[src/rtl/barker_pkg.sv]
// Shared Barker code constants and width helper for the sliding correlator.
package barker_pkg;

    localparam logic [6:0]  BARKER_7  = 7'b1110010;
    localparam logic [10:0] BARKER_11 = 11'b11100010010;
    localparam logic [12:0] BARKER_13 = 13'b1111100110101;

    // Bits needed to hold a count in 0..len.
    function automatic int score_w(input int len);
        return $clog2(len + 1);
    endfunction

endpackage

[src/rtl/barker_popcount.sv]
// Combinational population count of a WIDTH-bit vector.
module barker_popcount #(
    parameter int WIDTH = 11
) (
    input  logic [WIDTH-1:0]           vec_i,
    output logic [$clog2(WIDTH+1)-1:0] cnt_o
);

    localparam int CW = $clog2(WIDTH + 1);

    always_comb begin
        cnt_o = '0;
        for (int i = 0; i < WIDTH; i++) begin
            cnt_o = cnt_o + CW'(vec_i[i]);
        end
    end

endmodule

[src/rtl/correlation_barker_sliding.sv]
// Sliding-window Barker correlator: one scored beat out per accepted bit in,
// with tolerance-based detect flag and a per-packet hit counter.
module correlation_barker_sliding
    import barker_pkg::*;
#(
    parameter int SEQ_LEN    = 11,
    parameter     TARGET_SEQ = BARKER_11,
    parameter int MAX_ERR    = 0,
    parameter int CNT_W      = 8
) (
    input  logic                         i_clk,
    input  logic                         i_rst_n,
    input  logic                         s_tdata,
    input  logic                         s_tvalid,
    input  logic                         s_tlast,
    output logic                         s_tready,
    output logic [score_w(SEQ_LEN)-1:0]  m_tdata,
    output logic                         m_tuser,
    output logic                         m_tlast,
    output logic                         m_tvalid,
    input  logic                         m_tready,
    output logic [CNT_W-1:0]             o_hit_cnt
);

    localparam int SW = score_w(SEQ_LEN);
    localparam logic [SEQ_LEN-1:0] TGT = SEQ_LEN'(TARGET_SEQ);

    if (SEQ_LEN < 2 || SEQ_LEN > 32) begin : g_bad_len
        $error("correlation_barker_sliding: SEQ_LEN must be in 2..32");
    end
    if (MAX_ERR < 0 || MAX_ERR >= SEQ_LEN) begin : g_bad_err
        $error("correlation_barker_sliding: MAX_ERR must be in 0..SEQ_LEN-1");
    end
    if ($bits(TARGET_SEQ) != SEQ_LEN) begin : g_bad_tgt
        $error("correlation_barker_sliding: TARGET_SEQ width must equal SEQ_LEN");
    end

    // Only the newest SEQ_LEN-1 bits need storing; the incoming bit completes the window.
    logic [SEQ_LEN-2:0] win_q, win_d;
    logic [SW-1:0]      fill_q, fill_d;
    logic               first_q, first_d;
    logic [SW-1:0]      tdata_q, tdata_d;
    logic               tuser_q, tuser_d;
    logic               tlast_q, tlast_d;
    logic               tvalid_q, tvalid_d;
    logic [CNT_W-1:0]   hit_q, hit_d;

    logic [SEQ_LEN-1:0] win_n;
    logic [SW-1:0]      fill_n;
    logic [SW-1:0]      mism;
    logic               det;
    logic               accept;

    assign s_tready = ~tvalid_q | m_tready;
    assign accept   = s_tvalid & s_tready;

    assign win_n  = {win_q, s_tdata};
    assign fill_n = (fill_q == SW'(SEQ_LEN)) ? fill_q : fill_q + SW'(1);

    barker_popcount #(.WIDTH(SEQ_LEN)) u_pop (
        .vec_i (win_n ^ TGT),
        .cnt_o (mism)
    );

    assign det = (fill_n == SW'(SEQ_LEN)) & (mism <= SW'(MAX_ERR));

    always_comb begin
        win_d    = win_q;
        fill_d   = fill_q;
        first_d  = first_q;
        tdata_d  = tdata_q;
        tuser_d  = tuser_q;
        tlast_d  = tlast_q;
        tvalid_d = tvalid_q;
        hit_d    = hit_q;
        if (accept) begin
            // A tlast beat scores with its own bit, then clears history so codes never span packets.
            win_d    = s_tlast ? '0 : win_n[SEQ_LEN-2:0];
            fill_d   = s_tlast ? '0 : fill_n;
            first_d  = s_tlast;
            tdata_d  = SW'(SEQ_LEN) - mism;
            tuser_d  = det;
            tlast_d  = s_tlast;
            tvalid_d = 1'b1;
            if (first_q)
                hit_d = CNT_W'(det);
            else if (hit_q != '1)
                hit_d = hit_q + CNT_W'(det);
        end else if (m_tready) begin
            tvalid_d = 1'b0;
        end
    end

    always_ff @(posedge i_clk or negedge i_rst_n) begin
        if (!i_rst_n) begin
            win_q    <= '0;
            fill_q   <= '0;
            first_q  <= 1'b1;
            tdata_q  <= '0;
            tuser_q  <= 1'b0;
            tlast_q  <= 1'b0;
            tvalid_q <= 1'b0;
            hit_q    <= '0;
        end else begin
            win_q    <= win_d;
            fill_q   <= fill_d;
            first_q  <= first_d;
            tdata_q  <= tdata_d;
            tuser_q  <= tuser_d;
            tlast_q  <= tlast_d;
            tvalid_q <= tvalid_d;
            hit_q    <= hit_d;
        end
    end

    assign m_tdata   = tdata_q;
    assign m_tuser   = tuser_q;
    assign m_tlast   = tlast_q;
    assign m_tvalid  = tvalid_q;
    assign o_hit_cnt = hit_q;

endmodule

[config.mk]
export PLATFORM = sky130hd
export DESIGN_NAME = correlation_barker_sliding
export DESIGN_NICKNAME = d
export VERILOG_FILES = /design/src/rtl/barker_pkg.sv /design/src/rtl/barker_popcount.sv /design/src/rtl/correlation_barker_sliding.sv
export SDC_FILE = /design/constraint.sdc
export NUM_CORES = 1
export LEC_CHECK = 0
export ABC_AREA = 1
export BUFFER_PORTS_ARGS = -buffer_cell sky130_fd_sc_hd__buf_2
export CAP_MARGIN = 10
export CORE_ASPECT_RATIO = 0.8
export CORE_MARGIN = 3
export CORE_UTILIZATION = 44
export CTS_BUF_LIST = sky130_fd_sc_hd__clkbuf_4 sky130_fd_sc_hd__clkbuf_8
export DETAILED_ROUTE_END_ITERATION = 6
export PLACE_DENSITY = 0.67
export SYNTH_ARGS = -nofsm -noshare
export SYNTH_HDL_FRONTEND = slang
export SYNTH_SLANG_ARGS = --single-unit
[constraint.sdc]
create_clock -name i_clk -period 8.1 [get_ports i_clk]
set_input_delay 2.43 -clock i_clk [delete_from_list [all_inputs] [get_ports i_clk]]
set_output_delay 2.43 -clock i_clk [all_outputs]
set_load 0.01 [all_outputs]
---- Word-level counts from Yosys, hierarchy flattened ----
Index checks and enable logic that the tools add are counted.
cells by class
  add/sub/neg operators ................... 13
  reduce and logical (&&, ||, !) cells .... 3
  equality and inequality tests ........... 3
  order comparisons ....................... 1
  muxes and demuxes ....................... 7
  bitwise operators ....................... 5
operators by type and width
  operator                                                        count
  adder 4 x 1 -> 4 bit                                            9
  two-way mux 8 bit                                               2
  two-way mux 10 bit                                              1
  adder 8 x 1 -> 8 bit                                            1
  equality test 4 bit, second input constant                      2
  two-way mux 4 bit                                               2
  inequality test 8 bit, second input constant                    1
  NOT 5 bit                                                       1
  adder 4 x 1 -> 4 bit, second input constant                     1
  less-or-equal comparator 4 x 1 -> 1 bit, second input constant  1
  nonzero test 2 bit                                              2
  subtractor 4 bit, first input constant                          1
  adder 1 x 1 -> 2 bit                                            1
  bitwise AND 1 bit                                               2
  two-way mux 1 bit                                               2
  AND reduction 2 bit                                             1
  NOT 1 bit                                                       1
  bitwise OR 1 bit                                                1
word-level totals
  output and inout port bits .............. 16
  register bits after elaboration ......... 30

---- Longest topological paths before layout ----
Gate-level depths: netlist of run 1.
  depth after elaboration ................. 16
  depth in mapped cells ................... 28
  mapped depth without buffers ............ 28

---- Hierarchy ----
A second synthesis of run 1 with hierarchy kept.
second synthesis, totals
  cells, all modules ...................... 198
  area total of the unflattened synthesis .. 1685.4 µm²
by module, submodules not included
  module                      cells an instance  sequential area each (µm²)  area each (µm²)  times used
  correlation_barker_sliding  170                752.0                       1451.4           1
  barker_popcount             28                 0.0                         234.0            1

---- Worst setup path before layout of run 1 ----
Ideal clock, no wire load.
  kind .................................... input to register
  from .................................... input s_tdata
  to ...................................... register hit_q[4], in the netlist o_hit_cnt[4]
  slack ................................... 1.725 ns
  arrival ................................. 6.310 ns
  path buffers ............................ 0
  setup time .............................. 0.065 ns
  stages .................................. 26
  cell sequence ........................... ha_1 -> inv_1 -> fa_1 -> inv_1 -> fa_1 -> inv_1 -> fa_1 -> inv_1 -> ha_1 -> inv_1 -> fa_1 -> xor2_1 -> ha_1 -> nand2_1 -> nor2_1 -> nand2_1 -> nor2_1 -> nand2_1 -> inv_1 -> ha_1 -> ha_1 -> nand3_1 -> xor2_1 -> nor2_1 -> nand2_1 -> nand2_1
on the way
  word-level cells in the longest chain between the ends .. 15
ends and longest elaborated chain
  item                                     RTL line                           RTL
  start, declared                          correlation_barker_sliding.sv:13   input logic s_tdata,
  adder 1 x 1 -> 2 bit                     barker_popcount.sv:14              cnt_o = cnt_o + CW'(vec_i[i]);
  adder 4 x 1 -> 4 bit (9 in a row)        barker_popcount.sv:14
  less-or-equal comparator 4 x 1 -> 1 bit  correlation_barker_sliding.sv:65   assign det = (fill_n == SW'(SEQ_LEN)) & (mism <= SW'(MAX_ERR));
  bitwise AND 1 bit                        correlation_barker_sliding.sv:65
  named net det                            correlation_barker_sliding.sv:51   logic det;
  adder 8 x 1 -> 8 bit                     correlation_barker_sliding.sv:88   hit_d = hit_q + CNT_W'(det);
  two-way mux 8 bit                        correlation_barker_sliding.sv:87   else if (hit_q != '1)
  two-way mux 8 bit                        correlation_barker_sliding.sv:85   if (first_q)
  end signal, assigned                     correlation_barker_sliding.sv:112  hit_q <= hit_d;
  end, declared                            correlation_barker_sliding.sv:46   logic [CNT_W-1:0] hit_q, hit_d;
The timed path passes the listed nets, and every way through them passes these cells. The select of a mux whose other input is x is not followed.
A chain may end at the register's enable or synchronous reset.

---- Final worst setup path of run 1 ----
Ends and elaborated chain as after synthesis.

==> results of run 1 <==
-- routing by layer --
layer  global-route usage  wire length [µm]
met1                0.210              1720
met2                0.202              1270
met3               0.0476               120
met4               0.0733                65
met5                    0                 0
-- power groups by stage --
stage                     sequential [mW]  combinational [mW]  clock [mW]
after floorplan                     0.186              0.0822           0
after global placement              0.181               0.121           0
after detailed placement            0.181               0.121           0
after CTS                           0.179               0.123       0.127
after global routing                0.181               0.143       0.133
final                               0.179               0.121       0.123
-- worst max path at each step --
| stage | startpoint | end | slack [ps] |
|---|---|---|---|
| 6_report | s_tdata | o_hit_cnt[4]$_DFFE_PN0P_ | 1620 |
| 5_1_grt | s_tdata | o_hit_cnt[4]$_DFFE_PN0P_ | 1290 |
| 3_3_place_gp | s_tdata | o_hit_cnt[4]$_DFFE_PN0P_ | 1350 |
| 4_1_cts | s_tdata | o_hit_cnt[4]$_DFFE_PN0P_ | 1630 |
| 2_1_floorplan | s_tdata | o_hit_cnt[4]$_DFFE_PN0P_ | 1720 |
| 3_5_place_dp | s_tdata | o_hit_cnt[4]$_DFFE_PN0P_ | 1360 |
-- logic make-up after synthesis --
family                     count (synthesis)
adders and majority gates                 15
xor gates and xnor gates                   4
buffers and inverters                     46
DFF                                       30
AOI/OAI and AO/OA                         28
and+or+nand+nor                           79
-- worst min-delay path, cell delays in order, from the launching register on --
cell	delay, ps
dfrtp_1	340
nand2_1	50
nand2_1	50
-- synthesized netlist by cell type --
| master | count |
|---|---|
| a211oi_1 | 1 |
| a21oi_1 | 1 |
| a21oi_4 | 1 |
| buf_2 | 1 |
| buf_4 | 1 |
| buf_6 | 2 |
| dfrtp_1 | 29 |
| dfstp_2 | 1 |
| fa_1 | 6 |
| ha_1 | 9 |
| inv_1 | 39 |
| inv_2 | 3 |
| nand2_1 | 50 |
| nand2_2 | 1 |
| nand3_1 | 9 |
| nand4_1 | 3 |
| nor2_1 | 13 |
| nor2_2 | 1 |
| nor2_4 | 1 |
| nor3_1 | 1 |
| o21ai_0 | 9 |
| o21ai_1 | 2 |
| o21bai_1 | 1 |
| o22ai_1 | 3 |
| o22ai_2 | 10 |
| xor2_1 | 4 |
-- state kept, by name, indices dropped and copies added, names as in the netlist --
register	flops
fill_q	4
o_hit_cnt	8
m_tuser	1
m_tlast	1
win_q	10
m_tvalid	1
m_tdata	4
first_q	1
-- through the flow --
step	utilization	power (mW)	worst slack, ps
final	0.551	0.422	1620
after global routing	0.551	0.457	1290
after CTS	0.551	0.429	1630
after detailed placement	0.526	0.302	1360
after global placement	0.526	0.303	1350
after floorplan	-	0.268	1720
-- cell type report --
class,count,area share
Tap cell,52,0.0325
Clock buffer,8,0.0456
Sequential cell,30,0.375
Multi-Input combinational cell,126,0.415
Timing Repair Buffer,21,0.0525
Inverter,42,0.0787
==> metrics, run 1 <==
status complete, no violations; Hold Violations, Final 0; Tmin final 6480 ps; vias in the first global route 1182; area delta synth->final 12.7%; RR Startpoint win_q[0]$_DFFE_PN0P_; post-layout instance area 2000 µm²; syn_area_per_cell 8.80 µm²; part of the power in registers 0.423; global route overflow 0; Synth Area in Compound Gates 0.132; Worst Hold Class reg -> reg; Gate power share 0.286; Final Non-Filler Cells 279; delay-heaviest family, CP adder cells; critical path's most frequent cell inv_1; P_sw 135 µW; Post-Route WL 3.17 mm; clock slew at reported path FFs 60 ps; Slew Limit Headroom 0.554; xor and xnor area share after synthesis 0.0197; Critical Path Sink Type register; multi-input logic area 832 µm²; switch share 0.319; post-synthesis sequential area ratio 0.423; Routed wire per std cell 11.4 µm; Synth top area share 0.408; Leak 1.01 nW; standard-cell rows 19; clock latency on the worst-skew pair 280 ps; Setup crit start kind primary input; Hold EP m_tdata[1]$_DFFE_PN0P_; worst slew pin tran 668 ps; Post-DP HPWL 2.36 mm; starting density of the core 0.488; fmax 154 MHz; # Post-CTS Setup Buffers 0; GPL Wtd Cong 0.779; Synth cell types 26; Filler Cell Count 333; # hold bufs at CTS 0; Core Region 3640 µm²; FF-to-FF path depth 27; setup total negative slack 0 ps; multiplexer area fraction after synthesis 0; hold_ws 471 ps; antenna cells 0; synthesis warning total 0; Final setup viols 0; Buf/Inv on CP 7; Register Area 752 µm²; Mapped Cells 202; Slew Limit Fails 0; Pint 288 µW; Resize count post-CTS 0; worst r2r dst o_hit_cnt[4]$_DFFE_PN0P_; I/O pin count 22; routed vias 1287; Max Root-Sink Buffers 2; post-route clock period utilization 0.800; Pre-Repair DR Iteration Count 4; Crit Path Category in -> reg; PD cells 211 nW/µm²; commonest non-fill, non-tap cell in the layout nand2_1; synthesized flop and latch total 30; arrival time worst endpoint 6650 ps; antenna-violating nets left 0; max incr delay on CP 500 ps; Die H 62.8 µm; drt initial violations 63; Final nets 247; RSZ-0062 raised after global routing false; number of vias per cell 4.61; most frequent cells in the layout nand2_1, inv_1, dfrtp_1; Critical Path RT 8270 ps; Post-Syn Nets 223; # port buffers 21; first-pass GRT wire length 5.63 mm; Die X 77.0 µm; CTS Buf Count 5; Max rail drop VDD 0.000136 V; Layout Skew 2.77 ps; largest net degree at the start of global routing 31; ranking of synthesized cells by area dfrtp_1, nand2_1, inv_1, o22ai_2, fa_1; Max Cap Viol 0; Crit. path cell count 27; hold path start m_tdata[1]$_DFFE_PN0P_; cell count after placement 271; main combinational cell family by area after synthesis simple AND/OR/NAND/NOR gates; share of cells above drive strength 1 0.207; clk root buf clkbuf_8; initial antenna violation count 0; Synth Area in Simple Gates 0.185; r2r setup slk 3490 ps; share of power burned in the clock network 0.291; Remaining DRCs 0; CP Max Fanout 4; Post-Syn Area 1780 µm²; Crit-path slowest cell fa_1; Die Footprint 4840 µm²; gr usage total 0.148; H-tree Lvls 2; Post-Synth Adder-Cell Area 0.131; Cell Area, Placed 1910 µm²; Sinks on Clock Net 30; CTS tree yes; dominant cell type by area after synthesis dfrtp_1; worst hold path depth 2
Power figures use the tool's default switching activity.
==> inputs of run 2 (changes only) <==
Settings changed: ABC_AREA 1 to 0, PLACE_DENSITY 0.67 to 0.7.
Clock period 8.1 ns to 5.49 ns, I/O delays scaled along.
==> metrics, run 2 <==
critical path cell sequence buf_6, ha_4, inv_2, fa_1, inv_1, fa_1, inv_1, fa_1, inv_1, ha_2, inv_2, fa_2, xor2_2, ha_2, nand4b_1, nor2_2, ha_4, and3_4, nand3_4, or4_1, a21oi_1; dominant cell type by area after synthesis dfrtp_1; post-route clock period utilization 1.02; Die Footprint 4620 µm²; setup total negative slack -367 ps; Crit Path Category in -> reg; Critical Path RT 5700 ps; Top FF cell, synth dfrtp_1; Synth cell types 42; arrival time worst endpoint 5820 ps; drt initial violations 82; ys async rst share 1.00; CTS Buf Count 5; Gate power share 0.334; PD cells 334 nW/µm²; antenna cells 0; GPL Wtd Cong 0.811; gr usage total 0.177; Max rail drop VDD 0.000169 V; met2 WL post-DR 1.81 mm; largest net degree at the start of global routing 31; clock slew at reported path FFs 60 ps; H-tree Lvls 2; Sinks on Clock Net 30; most numerous cell in the Yosys netlist dfrtp_1; synthesized flop and latch total 30; initial antenna violation count 0; Hold Violations, Final 0; vias in the first global route 1266; Die H 61.4 µm; number of vias per cell 5.36; clock latency on the worst-skew pair 280 ps; part of the power in registers 0.399; fmax 178 MHz; global route overflow 0; Max Root-Sink Buffers 2; met1 wire length 1.62 mm; fin util 0.584; Tmin final 5610 ps; delay-heaviest family, CP adder cells; P_sw 226 µW; Critical Path Sink Type register; uppermost layer routed met4; Post-DP HPWL 2.65 mm; Crit-path slowest cell fa_1; commonest non-fill, non-tap cell in the layout dfrtp_1; first-pass GRT wire length 5.89 mm; Leak 0.987 nW; Post-Syn Nets 189; Final setup viols 4; Pre-Repair DR Iteration Count 4; Slew Limit Fails 0; Core Region 3570 µm²; RSZ-0062 raised after global routing true; starting density of the core 0.474; ranking of synthesized cells by area dfrtp_1, fa_1, ha_1, nand2_1, inv_1; Remaining DRCs 0; Filler Cell Count 297; post-route setup slack -117 ps; syn_area_per_cell 10.1 µm²; Routed wire per std cell 14.8 µm; Slew Limit Headroom 0.471; Synth top cells by count dfrtp_1, nand2_1, inv_1, ha_1, o31ai_1; switch share 0.325; Die X 75.3 µm; antenna-violating nets left 0; status finished with violations; Post-synth EDFFs 0; share of cells above drive strength 1 0.307; Buf/Inv on CP 6; standard-cell rows 19; routed vias 1291; # hold bufs at CTS 0; CP Max Fanout 5; Reg with most FFs win_q; Post-Syn Area 1690 µm²; clk root buf clkbuf_8; share of power burned in the clock network 0.267; met3 routed WL 114 µm; Synth top area share 0.430; Post-Route WL 3.56 mm; area delta synth->final 23.3%; post-synthesis sequential area ratio 0.445; most frequent cells in the layout dfrtp_1, nand2_1, buf_2; Worst Hold Class reg -> reg; multi-input logic area 925 µm²; max incr delay on CP 500 ps; worst slew pin tran 791 ps; Register Area 752 µm²; I/O pin count 22; CTS tree yes; max FFs per register 10; Final nets 219; Setup crit start kind primary input; Layout Skew 6.11 ps; Mapped Cells 168; violated checks setup timing; synthesis warning total 0; # port buffers 21; Max Cap Viol 0; Pint 469 µW
## run 2: cell count changes after synthesis, sizes merged, moves of 5 or more
cell,delta
nand3,-5
nand2,-27
inv,-21
nor2,-11
o31ai,+7
clkbuf,+5
o22ai,-12
nand3b,+5
## run 2: layout make-up
type                       count  area share
multi-input combinational    110       0.444
sequential                    30       0.361
timing repair buffer          30      0.0859
clock buffer                   7      0.0433
inverter                      21      0.0379
tap                           42      0.0252
clock inverter                 1     0.00240
## run 2: repair_timing
action	CTS	global route
buffers inserted	4	3
pin swaps	5	4
setup endpoints to repair	7	6
resized for setup	5	3
## run 2: path summary, 6_finish.rpt
kind                                              from                       end  slack [ps]  cells after the start
worst min register to register  m_tdata[1]$_DFFE_PN0P_    m_tdata[1]$_DFFE_PN0P_         480                      2
min in group asynchronous                      i_rst_n  o_hit_cnt[5]$_DFFE_PN0P_        1390                      1
max in group asynchronous                      i_rst_n     fill_q[0]$_DFFE_PN0P_        3670                      1
worst max-delay path                           s_tdata  o_hit_cnt[5]$_DFFE_PN0P_        -120                     21
worst min-delay path            m_tdata[1]$_DFFE_PN0P_    m_tdata[1]$_DFFE_PN0P_         480                      2
worst max register to register    win_q[0]$_DFFE_PN0P_  o_hit_cnt[5]$_DFFE_PN0P_         920                     21
## run 2: cells by family (layout without fill, tap and decap cells)
kind of cell    count (synthesis)  in the layout  synth area share
xor+xnor                        2              2            0.0104
compound gates                 37             37             0.152
simple gates                   53             53             0.171
buf+inv                        28             59            0.0637
mux                             3              3            0.0200
flops                          30             30             0.445
fa+ha+maj                      15             15             0.138
## run 2: power by group through the flow
stage	Clock, mW	Combinational (mW)	Sequential, mW
after floorplan	0	0.121	0.283
after global placement	0	0.195	0.277
after detailed placement	0	0.207	0.280
after CTS	0.191	0.225	0.276
after global routing	0.205	0.262	0.281
final	0.186	0.232	0.278
## run 2: worst min-delay path: cells and delay by family, from the launching register on
kind,cells,cell delay (ps)
flops,1,340
simple gates,2,100
## run 2: per-stage QoR
step	hold slack [ps]	cell area, µm²	total power [mW]	instances	setup WS [ps]
after global placement	457	1890	0.472	226	-535
final	478	2080	0.696	241	-117
after CTS	475	2040	0.691	238	-129
after detailed placement	462	1890	0.487	226	-605
after global routing	499	2080	0.748	241	-310
after floorplan	449	1750	0.405	168	-140
## run 2: per-layer routing
| layer | GRT usage | vias up |
|---|---|---|
| met4 | 0.0474 | 0 |
| met1 | 0.231 | 629 |
| met5 | 0 | - |
| met3 | 0.0636 | 2 |
| met2 | 0.282 | 19 |
| li1 | - | 641 |
==> inputs of run 3 (changes only) <==
Clock period 5.49 ns to 5.1 ns, I/O delays scaled along.
==> metrics, run 3 (synthesis gave the netlist of run 2 again) <==
initial antenna violation count 0; worst hold path depth 2; delay-heaviest family, CP adder cells; Max Cap Viol 0; CP Max Fanout 4; fmax 182 MHz; RSZ-0062 raised after global routing true; power consumption 789 µW; clock slew at reported path FFs 60 ps; share of cells above drive strength 1 0.317; Post-DP HPWL 2.60 mm; Routed wire per std cell 15.3 µm; max FFs per register 10; drt initial violations 114; Max Root-Sink Buffers 2; standard-cell rows 19; Die X 75.3 µm; part of the power in registers 0.378; Sinks on Clock Net 30; share of power burned in the clock network 0.297; worst slew pin tran 869 ps; Layout Skew 6.96 ps; arrival time worst endpoint 5700 ps; clk root buf clkbuf_8; P_sw 248 µW; Slew Limit Fails 0; worst r2r dst o_hit_cnt[5]$_DFFE_PN0P_; largest net degree at the start of global routing 31; clock latency on the worst-skew pair 280 ps; GPL Wtd Cong 0.836; H-tree Lvls 2; Post-Route WL 3.70 mm; switch share 0.314; Pre-Repair DR Iteration Count 4; Slew Limit Headroom 0.419; hold_ws 467 ps; max incr delay on CP 490 ps; Final setup viols 8; post-route clock period utilization 1.08; first-pass GRT wire length 5.98 mm; Crit-path slowest cell fa_1; Cell Area, Placed 1900 µm²; Remaining DRCs 0; Hold EP m_tdata[1]$_DFFE_PN0P_; Buf/Inv on CP 6; # port buffers 21; r2r setup slk 520 ps; I/O pin count 22; Critical Path Sink Type register; vias in the first global route 1310; Tmin final 5500 ps; Die Footprint 4620 µm²; fin util 0.591; hold path start m_tdata[1]$_DFFE_PN0P_; Hold Violations, Final 0; gr usage total 0.173; Worst Hold Class reg -> reg; Pint 541 µW; FF-to-FF path depth 21; most frequent cells in the layout dfrtp_1, nand2_1, buf_2; CTS tree yes; post-route setup slack -398 ps; critical path cell sequence buf_8, ha_4, inv_2, fa_1, inv_1, fa_1, inv_1, fa_1, inv_1, ha_2, inv_2, fa_2, xor2_2, ha_2, nand4b_1, nor2_2, ha_4, and3_4, nand3_4, or4_1, a21oi_1; Die H 61.4 µm; CTS Buf Count 5; global route overflow 0; Gate power share 0.326; setup total negative slack -2110 ps; post-layout instance area 2110 µm²; commonest non-fill, non-tap cell in the layout dfrtp_1; antenna cells 0; Final nets 219; area delta synth->final 24.7%; PD cells 375 nW/µm²; Critical Path RT 5300 ps; Crit Path Category in -> reg; number of vias per cell 5.57; starting density of the core 0.474; routed vias 1342; Leak 0.997 nW; Max rail drop VDD 0.000242 V; Reg with most FFs win_q; Setup crit start kind primary input; RR Startpoint win_q[0]$_DFFE_PN0P_; violated checks setup timing; Core Region 3570 µm²; status finished with violations; antenna-violating nets left 0
## run 3: cell types whose count changed in the layout (fill, tap and decap cells not counted), sizes merged
| cell | change |
|---|---|
| bufinv | +1 |
| clkinv | +1 |
| clkbuf | -2 |
## run 3: worst max path at each step
stage / cells past startpoint / slack [ps] / from / end
final: 21 / -400 / s_tdata / o_hit_cnt[5]$_DFFE_PN0P_
after global routing: 21 / -550 / s_tdata / o_hit_cnt[5]$_DFFE_PN0P_
after CTS: 21 / -360 / s_tdata / o_hit_cnt[5]$_DFFE_PN0P_
after detailed placement: 21 / -830 / s_tdata / o_hit_cnt[5]$_DFFE_PN0P_
after global placement: 21 / -710 / s_tdata / o_hit_cnt[5]$_DFFE_PN0P_
after floorplan: 20 / -410 / s_tdata / o_hit_cnt[5]$_DFFE_PN0P_
## run 3: cell type report
| cell class | count | area, µm² |
|---|---|---|
| clock buffer | 5 | 68.8 |
| inverter | 21 | 78.8 |
| sequential | 30 | 752 |
| timing repair buffer | 30 | 183 |
| multi-input combinational | 110 | 931 |
| clock inverter | 3 | 40.0 |
| fill | 305 | 1460 |
| tap | 42 | 52.6 |
## run 3: tightest hold or removal path: cells and delay by family (launching register included)
| kind | cells | cell delay [ps] |
|---|---|---|
| flops | 1 | 340 |
| simple gates | 2 | 100 |
## run 3: layer usage
metal	vias to the layer above	global-route usage	routed length, µm
met2	30	0.277	1790
met3	8	0.0440	172
met5	-	0	0
met1	661	0.233	1660
met4	0	0.0574	75
li1	643	-	-
## run 3: power groups by stage
stage               clock network, mW  logic [mW]  registers (mW)
floorplan                           0       0.131           0.305
global placement                    0       0.218           0.298
detailed placement                  0       0.227           0.301
CTS                             0.237       0.247           0.297
global route                    0.254       0.284           0.302
finish                          0.234       0.257           0.298
## run 3: metrics by stage
stage	cells	setup WS, ps
after detailed placement	227	-830
after floorplan	168	-413
final	241	-398
after CTS	239	-357
after global routing	241	-553
after global placement	227	-712
## run 3: timing repair
action,CTS,global route
endpoints found under the setup margin,8,8
pin swaps,7,2
gates resized for setup,9,3
hold buffers,0,0
setup buffers,4,2
